File: src/rtl/signed_operand_encoder.sv
// Keypad operand builder: turns single-cycle key events into a signed two-digit
// decimal operand (sign code, BCD digits, 8-bit two's-complement value).
module signed_operand_encoder (
    input  logic       clk,
    input  logic       reset,
    input  logic       key_valid,
    input  logic [3:0] key_code,
    output logic [3:0] sign,
    output logic [3:0] dig_tens,
    output logic [3:0] dig_ones,
    output logic [7:0] value,
    output logic       locked,
    output logic       done
);

    typedef enum logic [1:0] {EMPTY, ENTRY, LOCKED} state_t;

    localparam logic [3:0] KEY_MINUS = 4'hA;
    localparam logic [3:0] KEY_BACK  = 4'hB;
    localparam logic [3:0] KEY_CLEAR = 4'hC;
    localparam logic [3:0] KEY_ENTER = 4'hD;

    state_t             state, state_nxt;
    logic               neg, neg_nxt;
    logic [1:0]         count, count_nxt;
    logic [3:0]         tens, tens_nxt;
    logic [3:0]         ones, ones_nxt;
    logic signed [7:0]  value_r, value_nxt;
    logic               done_r, done_nxt;
    logic [6:0]         mag;
    logic               is_digit;
    logic               neg_norm;

    function automatic logic signed [7:0] to_twos(input logic is_neg, input logic [6:0] m);
        logic signed [7:0] ext;
        ext = signed'({1'b0, m});
        return is_neg ? -ext : ext;
    endfunction

    assign mag      = ({3'b000, tens} * 7'd10) + {3'b000, ones};
    assign is_digit = (key_code <= 4'd9);
    // A zero magnitude never carries a minus sign.
    assign neg_norm = neg && (mag != 7'd0);

    always_comb begin
        state_nxt = state;
        neg_nxt   = neg;
        count_nxt = count;
        tens_nxt  = tens;
        ones_nxt  = ones;
        value_nxt = value_r;
        done_nxt  = 1'b0;
        if (key_valid) begin
            if (key_code == KEY_CLEAR) begin
                state_nxt = EMPTY;
                neg_nxt   = 1'b0;
                count_nxt = 2'd0;
                tens_nxt  = 4'd0;
                ones_nxt  = 4'd0;
                value_nxt = 8'sd0;
            end else begin
                case (state)
                    EMPTY: begin
                        if (is_digit) begin
                            ones_nxt  = key_code;
                            count_nxt = 2'd1;
                            state_nxt = ENTRY;
                        end else if (key_code == KEY_MINUS) begin
                            neg_nxt = ~neg;
                        end
                    end
                    ENTRY: begin
                        if (is_digit) begin
                            if (count == 2'd1) begin
                                tens_nxt  = ones;
                                ones_nxt  = key_code;
                                count_nxt = 2'd2;
                            end
                        end else if (key_code == KEY_MINUS) begin
                            neg_nxt = ~neg;
                        end else if (key_code == KEY_BACK) begin
                            if (count == 2'd2) begin
                                ones_nxt  = tens;
                                tens_nxt  = 4'd0;
                                count_nxt = 2'd1;
                            end else begin
                                ones_nxt  = 4'd0;
                                count_nxt = 2'd0;
                                state_nxt = EMPTY;
                            end
                        end else if (key_code == KEY_ENTER) begin
                            neg_nxt   = neg_norm;
                            value_nxt = to_twos(neg_norm, mag);
                            done_nxt  = 1'b1;
                            state_nxt = LOCKED;
                        end
                    end
                    default: ;
                endcase
            end
        end
    end

    // Stage boundary: all state and outputs registered
    always_ff @(posedge clk or posedge reset) begin
        if (reset) begin
            state   <= EMPTY;
            neg     <= 1'b0;
            count   <= 2'd0;
            tens    <= 4'd0;
            ones    <= 4'd0;
            value_r <= 8'sd0;
            done_r  <= 1'b0;
        end else begin
            state   <= state_nxt;
            neg     <= neg_nxt;
            count   <= count_nxt;
            tens    <= tens_nxt;
            ones    <= ones_nxt;
            value_r <= value_nxt;
            done_r  <= done_nxt;
        end
    end

    assign sign     = {3'b000, neg};
    assign dig_tens = tens;
    assign dig_ones = ones;
    assign value    = value_r;
    assign locked   = (state == LOCKED);
    assign done     = done_r;

endmodule
File: config.mk
export PLATFORM = sky130hd
export DESIGN_NAME = signed_operand_encoder
export DESIGN_NICKNAME = d
export VERILOG_FILES = /design/src/rtl/signed_operand_encoder.sv
export SDC_FILE = /design/constraint.sdc
export NUM_CORES = 1
export LEC_CHECK = 0
export BUFFER_PORTS_ARGS = -buffer_cell sky130_fd_sc_hd__buf_4
export CORE_ASPECT_RATIO = 1.4
export CORE_MARGIN = 8
export CORE_UTILIZATION = 60
export CTS_CLUSTER_DIAMETER = 120
export CTS_CLUSTER_SIZE = 24
export DETAILED_ROUTE_END_ITERATION = 8
export HOLD_SLACK_MARGIN = 0.1
export PLACE_DENSITY_LB_ADDON = 0.08
export REMOVE_ABC_BUFFERS = 1
export SYNTH_ARGS = -nofsm -noshare
export SYNTH_HDL_FRONTEND = slang
export SYNTH_SLANG_ARGS = --single-unit
export TNS_END_PERCENT = 5
File: constraint.sdc
create_clock -name clk -period 4.8 [get_ports clk]
set_clock_uncertainty 0.05 [all_clocks]
set_input_delay 0.24 -clock clk [delete_from_list [all_inputs] [get_ports clk]]
set_output_delay 0.24 -clock clk [all_outputs]
set_load 0.05 [all_outputs]
==> results by group, run 1 <==
Clock network
  – Clk sinks: 22
  – Hold_buf cts: 0
  – H-tree depth: 1
  – CTS tree: yes
  – Post-CTS setup buffers: 0
  – Post-CTS Resized: 0
  – Clock Root Buffer: clkbuf_8
  – Clock transition at path regs: 0.08 ns
  – Num CTS Buffers: 3
  – Max clock buf depth: 2
  – Clock Latency Late Sink: 0.26 ns

Critical path
  – Crit Path Class: reg2reg
  – Worst setup EP type: register
  – Crit Path Max Fanout: 6
  – Slowest-stage cell, CP: dfrtp_1
  – WP buf/inv: 1
  – Most used cell, CP: ha_1
  – CP Cell Sequence: ha_1, ha_1, inv_1, fa_1, or2b_1, a21oi_1, nor2_1, or3_1, a32o_1
  – Critical Path AT: 3.04 ns
  – Worst path required time: 4.90 ns
  – Max incr delay on CP: 0.48 ns
  – R2R setup slack: 1.86 ns
  – CP Launch Type: register
  – CP delay by family, top: adder cells

Timing
  – PnR worst setup slack: 1.862 ns
  – Max_slew headroom: 45.52%
  – Tmin final: 2.938 ns
  – RSZ-0062 raised after global routing: no
  – Endpoints failing hold: 0
  – Fin crit share: 61.20%
  – Achievable Freq: 340.4 MHz
  – Final setup fails: 0
  – Setup TNS: 0 ns
  – Slew @ Worst Pin: 0.8162 ns
  – Slew Limit Fails: 0

Job
  – Max-cap viol count: 0

Detailed routing
  – Routed Antenna Nets: 0
  – Drt wl/cell: 16.26 µm
  – DRC viols: 0
  – Vias after detailed routing: 1506
  – Vias per cell: 5.953
  – DR iter-0 viols: 91
  – DRT Wirelength: 4113 µm
  – Pre-Repair DR Iteration Count: 4

Cells and area
  – # nets final: 234
  – Layout cell share with drive strength beyond 1: 19.91%
  – Most common cell after layout, fill and taps aside: buf_4
  – Most frequent cells in the layout: 25 x buf_4, 22 x nand2_1, 22 x dfrtp_1
  – Non-Filler Instances: 253
  – Synth-to-Final Area Change: 13.45%
  – Ant. Diodes: 0

Worst hold path
  – Min-Delay Path Class: in2async

Pwr
  – Pwr/cell area: 728.4 nW/µm²
  – Leakage: 0.9038 nW
  – Max rail drop VDD: 0.5113 mV

Floorplanning
  – Die width: 61.50 µm
  – Die Y: 79.71 µm
  – Placement row count: 23
  – Ports: 29
  – Initial Util: 61.67%
  – Area of the core: 2820 µm²
  – Die area: 4902 µm²

Run status
  – Status: completed

GRT
  – Vias in the first global route: 1527
  – Gr usage total: 18.25%
  – Initial antenna violation count: 0
  – First-pass GRT wire length: 7024 µm
  – GR Overflow Total: 0
  – Largest net degree at the start of global routing: 23

Synth
  – Yosys warning total: 0
  – Post-synth top area share: 31.65%
  – Syn Inst Count: 196
  – Synth unique cells: 52
  – Yosys reg bits: 22
  – Post-Syn Area: 1739 µm²
  – Ys async rst share: 100.0%
  – Post-synth EDFFs: 0
  – Top FF cell, synth: dfrtp_1
  – Largest area contributor in the netlist: dfrtp_1
  – Sequential-to-total area share from yosys stat: 31.65%
  – Mean Syn Cell Area: 8.873 µm²
  – Synth area leaders: dfrtp_1 32%, ha_1 5.8%, nand2_1 4.7%

Placed design
  – GP Congestion: 0.8718
  – Setup WS pre-CTS: 1.865 ns
  – Placed cells: 249
  – Buffers on Ports: 25
  – Hpwl dp: 3238 µm
## cell type report
class | count | area, µm²
Clock buffer | 4 | 55.05
Timing Repair Buffer | 25 | 187.7
Inverter | 15 | 56.30
Sequential cell | 22 | 550.5
Multi-Input combinational cell | 150 | 1077
Fill cell | 249 | 847.1
Tap cell | 37 | 46.29
## through the flow
| step | utilization (%) | hold slack (ns) | instance area (µm²) | power [W] |
|---|---|---|---|---|
| 3_5_place_dp | 68.01 | 0.4194 | 1918 | 0.001304 |
| 5_1_grt | 69.96 | 0.1815 | 1973 | 0.001538 |
| 3_3_place_gp | 68.01 | 0.3853 | 1918 | 0.001284 |
| 4_1_cts | 69.96 | 0.1365 | 1973 | 0.001442 |
| 6_report | 69.96 | 0.08779 | 1973 | 0.001437 |
| 2_1_floorplan | - | 0.1792 | 1684 | 0.001045 |
## kinds of logic (layout without fill, tap and decap cells)
family	after synthesis	in the layout	share of synthesized area, %
other	1	3	0.2156
AND/OR/NAND/NOR	72	72	22.66
adder cells (fa/ha/maj)	10	10	8.058
flip-flops	22	22	31.65
multiplexers	11	11	6.835
AO/OA/AOI/OAI	46	46	18.85
buffers and inverters	26	44	6.834
XOR/XNOR	8	8	4.892
## cells in the mapped netlist, drive strengths merged, types with 3 or more instances
library cell	number
dfrtp	22
nand3	5
buf	9
o21ai	11
xnor2	5
o21a	4
ha	8
nor2	12
nand2b	8
and3	3
mux2i	4
a21oi	10
a211oi	3
nand2	22
mux2	7
nor2b	6
nor3b	4
inv	14
## per-layer routing
layer,global-route usage (%),vias to the layer above,wire length [µm]
met4,7.780,0,102
met2,31.91,50,2216
met5,0,-,0
met1,20.93,717,1644
met3,2.419,10,151
li1,-,729,-
## registers in the layout (all words and copies together), names as in the netlist
| signal | count |
|---|---|
| neg | 1 |
| dig_ones | 4 |
| dig_tens | 4 |
| value | 8 |
| count | 2 |
| done | 1 |
| state | 2 |
## power breakdown
group | switching, W | leakage (nW) | internal, W
clock network | 0.0000589 | 0.0288 | 0.0000730
registers | 0.0000812 | 0.284 | 0.000255
logic | 0.000609 | 0.591 | 0.000360
total | 0.000749 | 0.904 | 0.000688
## worst paths after layout
kind | startpoint | to | depth (start not counted)
max | dig_tens[3] | value[7] | 9
max in group asynchronous | reset | dig_tens[0] | 2
min | reset | state[1] | 2
min reg2reg | value[0] | value[0] | 2
min in group clk | key_valid | state[1] | 4
max reg2reg | dig_tens[3] | value[7] | 9
(Power assumes the default switching activity.)
==> run 2, diff against run 1 <==
--- a/config.mk
+++ b/config.mk
@@ -8,7 +8,7 @@
 export BUFFER_PORTS_ARGS = -buffer_cell sky130_fd_sc_hd__buf_4
 export CORE_ASPECT_RATIO = 1.4
 export CORE_MARGIN = 8
-export CORE_UTILIZATION = 60
+export CORE_UTILIZATION = 56
 export CTS_CLUSTER_DIAMETER = 120
 export CTS_CLUSTER_SIZE = 24
 export DETAILED_ROUTE_END_ITERATION = 8
==> constraint.sdc (replaced) <==
create_clock -name clk -period 3 [get_ports clk]
set_clock_uncertainty 0.05 [all_clocks]
set_input_delay 0.15 -clock clk [delete_from_list [all_inputs] [get_ports clk]]
set_output_delay 0.15 -clock clk [all_outputs]
set_load 0.05 [all_outputs]
==> results by group, run 2 (synthesis gave the netlist of run 1 again) <==
Pwr
  – Max rail drop VDD: 0.6772 mV (was 0.5113 mV)
  – Pwr/cell area: 1175 nW/µm² (was 728.4 nW/µm²)
  – Clock power frac: 11.7% (was 9.2%)
  – Leakage: 0.9256 nW (was 0.9038 nW)
  – Int Power: 0.001166 W (was 0.0006878 W)
  – Switching Fraction: 50.78% (was 52.15%)
  – Combinational fraction of design power: 65.6% (was 67.4%)
  – Total power draw: 0.002369 W (was 0.001437 W)
  – P_sw: 0.001203 W (was 0.0007495 W)
  – Sequential Power Share: 22.7% (was 23.4%)

Placed design
  – Buffers on Ports: 25 (unchanged)
  – Setup WS pre-CTS: 0.1171 ns (was 1.865 ns)
  – GP Congestion: 0.9060 (was 0.8718)
  – Placement Cell Area: 1936 µm² (was 1918 µm²)
  – Hpwl dp: 3250 µm (was 3238 µm)

Floorplanning
  – Die Y: 81.94 µm (was 79.71 µm)
  – Initial Util: 57.34% (was 61.67%)
  – Die area: 5170 µm² (was 4902 µm²)
  – Placement row count: 24 (was 23)
  – Area of the core: 3033 µm² (was 2820 µm²)
  – Die width: 63.10 µm (was 61.50 µm)
  – Ports: 29 (unchanged)

Job
  – Max-cap viol count: 0 (unchanged)

Cells and area
  – Post-layout util: 66.50% (was 69.96%)
  – Most frequent cells in the layout: 27 x buf_4, 22 x nand2_1, 22 x dfrtp_1 (was 25 x buf_4, 22 x nand2_1, 22 x dfrtp_1)
  – Most common cell after layout, fill and taps aside: buf_4 (unchanged)
  – Layout cell share with drive strength beyond 1: 20.55% (was 19.91%)
  – Ant. Diodes: 0 (unchanged)
  – Synth-to-Final Area Change: 15.97% (was 13.45%)
  – # nets final: 237 (was 234)
  – Max reg flops: 8 (unchanged)
  – Post-route cell area: 2017 µm² (was 1973 µm²)

Critical path
  – Most used cell, CP: ha_1 (unchanged)
  – CP Launch Type: register (unchanged)
  – Max incr delay on CP: 0.44 ns (was 0.48 ns)
  – Crit Path Max Fanout: 5 (was 6)
  – CP Cell Sequence: ha_1, ha_1, inv_1, fa_1, xor3_1, a211oi_2, nor2_1, or3_1, a32o_1 (was ha_1, ha_1, inv_1, fa_1, or2b_1, a21oi_1, nor2_1, or3_1, a32o_1)
  – Worst path required time: 3.11 ns (was 4.90 ns)
  – Critical Path AT: 2.94 ns (was 3.04 ns)
  – Worst setup EP type: register (unchanged)
  – Slowest-stage cell, CP: dfrtp_1 (unchanged)
  – Crit Path Class: reg2reg (unchanged)

GRT
  – GR Overflow Total: 0 (unchanged)
  – Vias in the first global route: 1498 (was 1527)
  – First-pass GRT wire length: 6989 µm (was 7024 µm)
  – Gr usage total: 16.37% (was 18.25%)
  – Largest net degree at the start of global routing: 23 (unchanged)
  – Initial antenna violation count: 0 (unchanged)

Worst hold path
  – Min-Delay Path Class: in2reg (was in2async)

Detailed routing
  – DRT Wirelength: 4098 µm (was 4113 µm)
  – Vias after detailed routing: 1467 (was 1506)
  – Vias per cell: 5.686 (was 5.953)
  – Pre-Repair DR Iteration Count: 4 (unchanged)
  – Routed Antenna Nets: 0 (unchanged)
  – Drt wl/cell: 15.88 µm (was 16.26 µm)
  – DRC viols: 0 (unchanged)
  – DR iter-0 viols: 68 (was 91)

Clock network
  – Post-CTS Resized: 0 (unchanged)
  – Clock Latency Late Sink: 0.26 ns (about the same)
  – Max clock buf depth: 2 (unchanged)
  – Num CTS Buffers: 3 (unchanged)
  – CTS tree: yes (unchanged)
  – Clk sinks: 22 (unchanged)
  – H-tree depth: 1 (unchanged)
  – Clock transition at path regs: 0.09 ns (was 0.08 ns)
  – Post-CTS setup buffers: 0 (unchanged)
  – Clock Root Buffer: clkbuf_8 (unchanged)

Run status
  – Status: completed (unchanged)

Timing
  – Max_slew headroom: 43.95% (was 45.52%)
  – Slew @ Worst Pin: 0.8398 ns (was 0.8162 ns)
  – Slew Limit Fails: 0 (unchanged)
  – Tmin final: 2.833 ns (was 2.938 ns)
  – Achievable Freq: 352.9 MHz (was 340.4 MHz)
  – Endpoints failing hold: 0 (unchanged)
  – Fin crit share: 94.45% (was 61.20%)
  – PnR worst setup slack: 0.1666 ns (was 1.862 ns)
  – Final setup fails: 0 (unchanged)
  – RSZ-0062 raised after global routing: no (unchanged)
## run 2: changes by cell type in the layout (fill, tap and decap cells not counted)
| cell | delta |
|---|---|
| buf_4 | +2 |
| dlygate4sd3_1 | +1 |
| bufinv_16 | +1 |
| clkbuf_8 | -1 |
## run 2: repair_timing
item                                   CTS  global route
endpoints found under the hold margin   22             0
hold buffers                             1             0
setup endpoints to repair                0             1
## run 2: worst max-delay path: cells and delay by family, from the launching register on
kind / cells / cell delay, ns
AOI/OAI and AO/OA: 2 / 0.51
xor gates and xnor gates: 1 / 0.40
adders and majority gates: 3 / 0.87
buffers and inverters: 1 / 0.04
DFF: 1 / 0.44
and+or+nand+nor: 2 / 0.44
## run 2: final timing paths
check	from	end	slack [ns]	cells after the start
max	dig_tens[1]	value[7]	0.17	9
min	key_valid	state[1]	0.21	4
max reg2reg	dig_tens[1]	value[7]	0.17	9
min reg2reg	value[0]	value[0]	0.44	2
max in group asynchronous	reset	dig_tens[2]	1.81	3
min in group asynchronous	reset	state[1]	0.56	3
## run 2: layout make-up
| cell class | instances | area (µm²) |
|---|---|---|
| clock buffer | 3 | 41.29 |
| multi-input combinational | 150 | 1077 |
| tap | 39 | 48.80 |
| sequential | 22 | 550.5 |
| fill | 264 | 1016 |
| timing repair buffer | 28 | 212.7 |
| inverter | 15 | 56.30 |
| clock inverter | 1 | 30.03 |
## run 2: layer usage
metal  track usage (%)  part of all wire [%]  vias to the layer above  wire length (µm)
met5                 0                     0                        -                 0
met4             5.950                   1.6                        0                65
met3             2.456                   2.8                        6               114
met2             31.86                    54                       31              2227
met1             17.49                    41                      696              1691
li1                  -                     -                      734                 -
## run 2: metrics by stage
step / std cells / setup TNS (ns) / hold slack [ns]
final: 258 / 0 / 0.2058
after global routing: 258 / 0 / 0.2639
after CTS: 258 / 0 / 0.2038
after detailed placement: 253 / 0 / 0.3322
after global placement: 253 / 0 / 0.3042
after floorplan: 187 / -0.05321 / 0.08923
## run 2: power groups by stage
| stage | registers [W] | logic [W] | clock network (W) |
|---|---|---|---|
| after global routing | 0.000553 | 0.00171 | 0.000292 |
| after global placement | 0.000531 | 0.00152 | 0 |
| after CTS | 0.000535 | 0.00156 | 0.000281 |
| after floorplan | 0.000854 | 0.000819 | 0 |
| final | 0.000538 | 0.00156 | 0.000277 |
| after detailed placement | 0.000540 | 0.00155 | 0 |
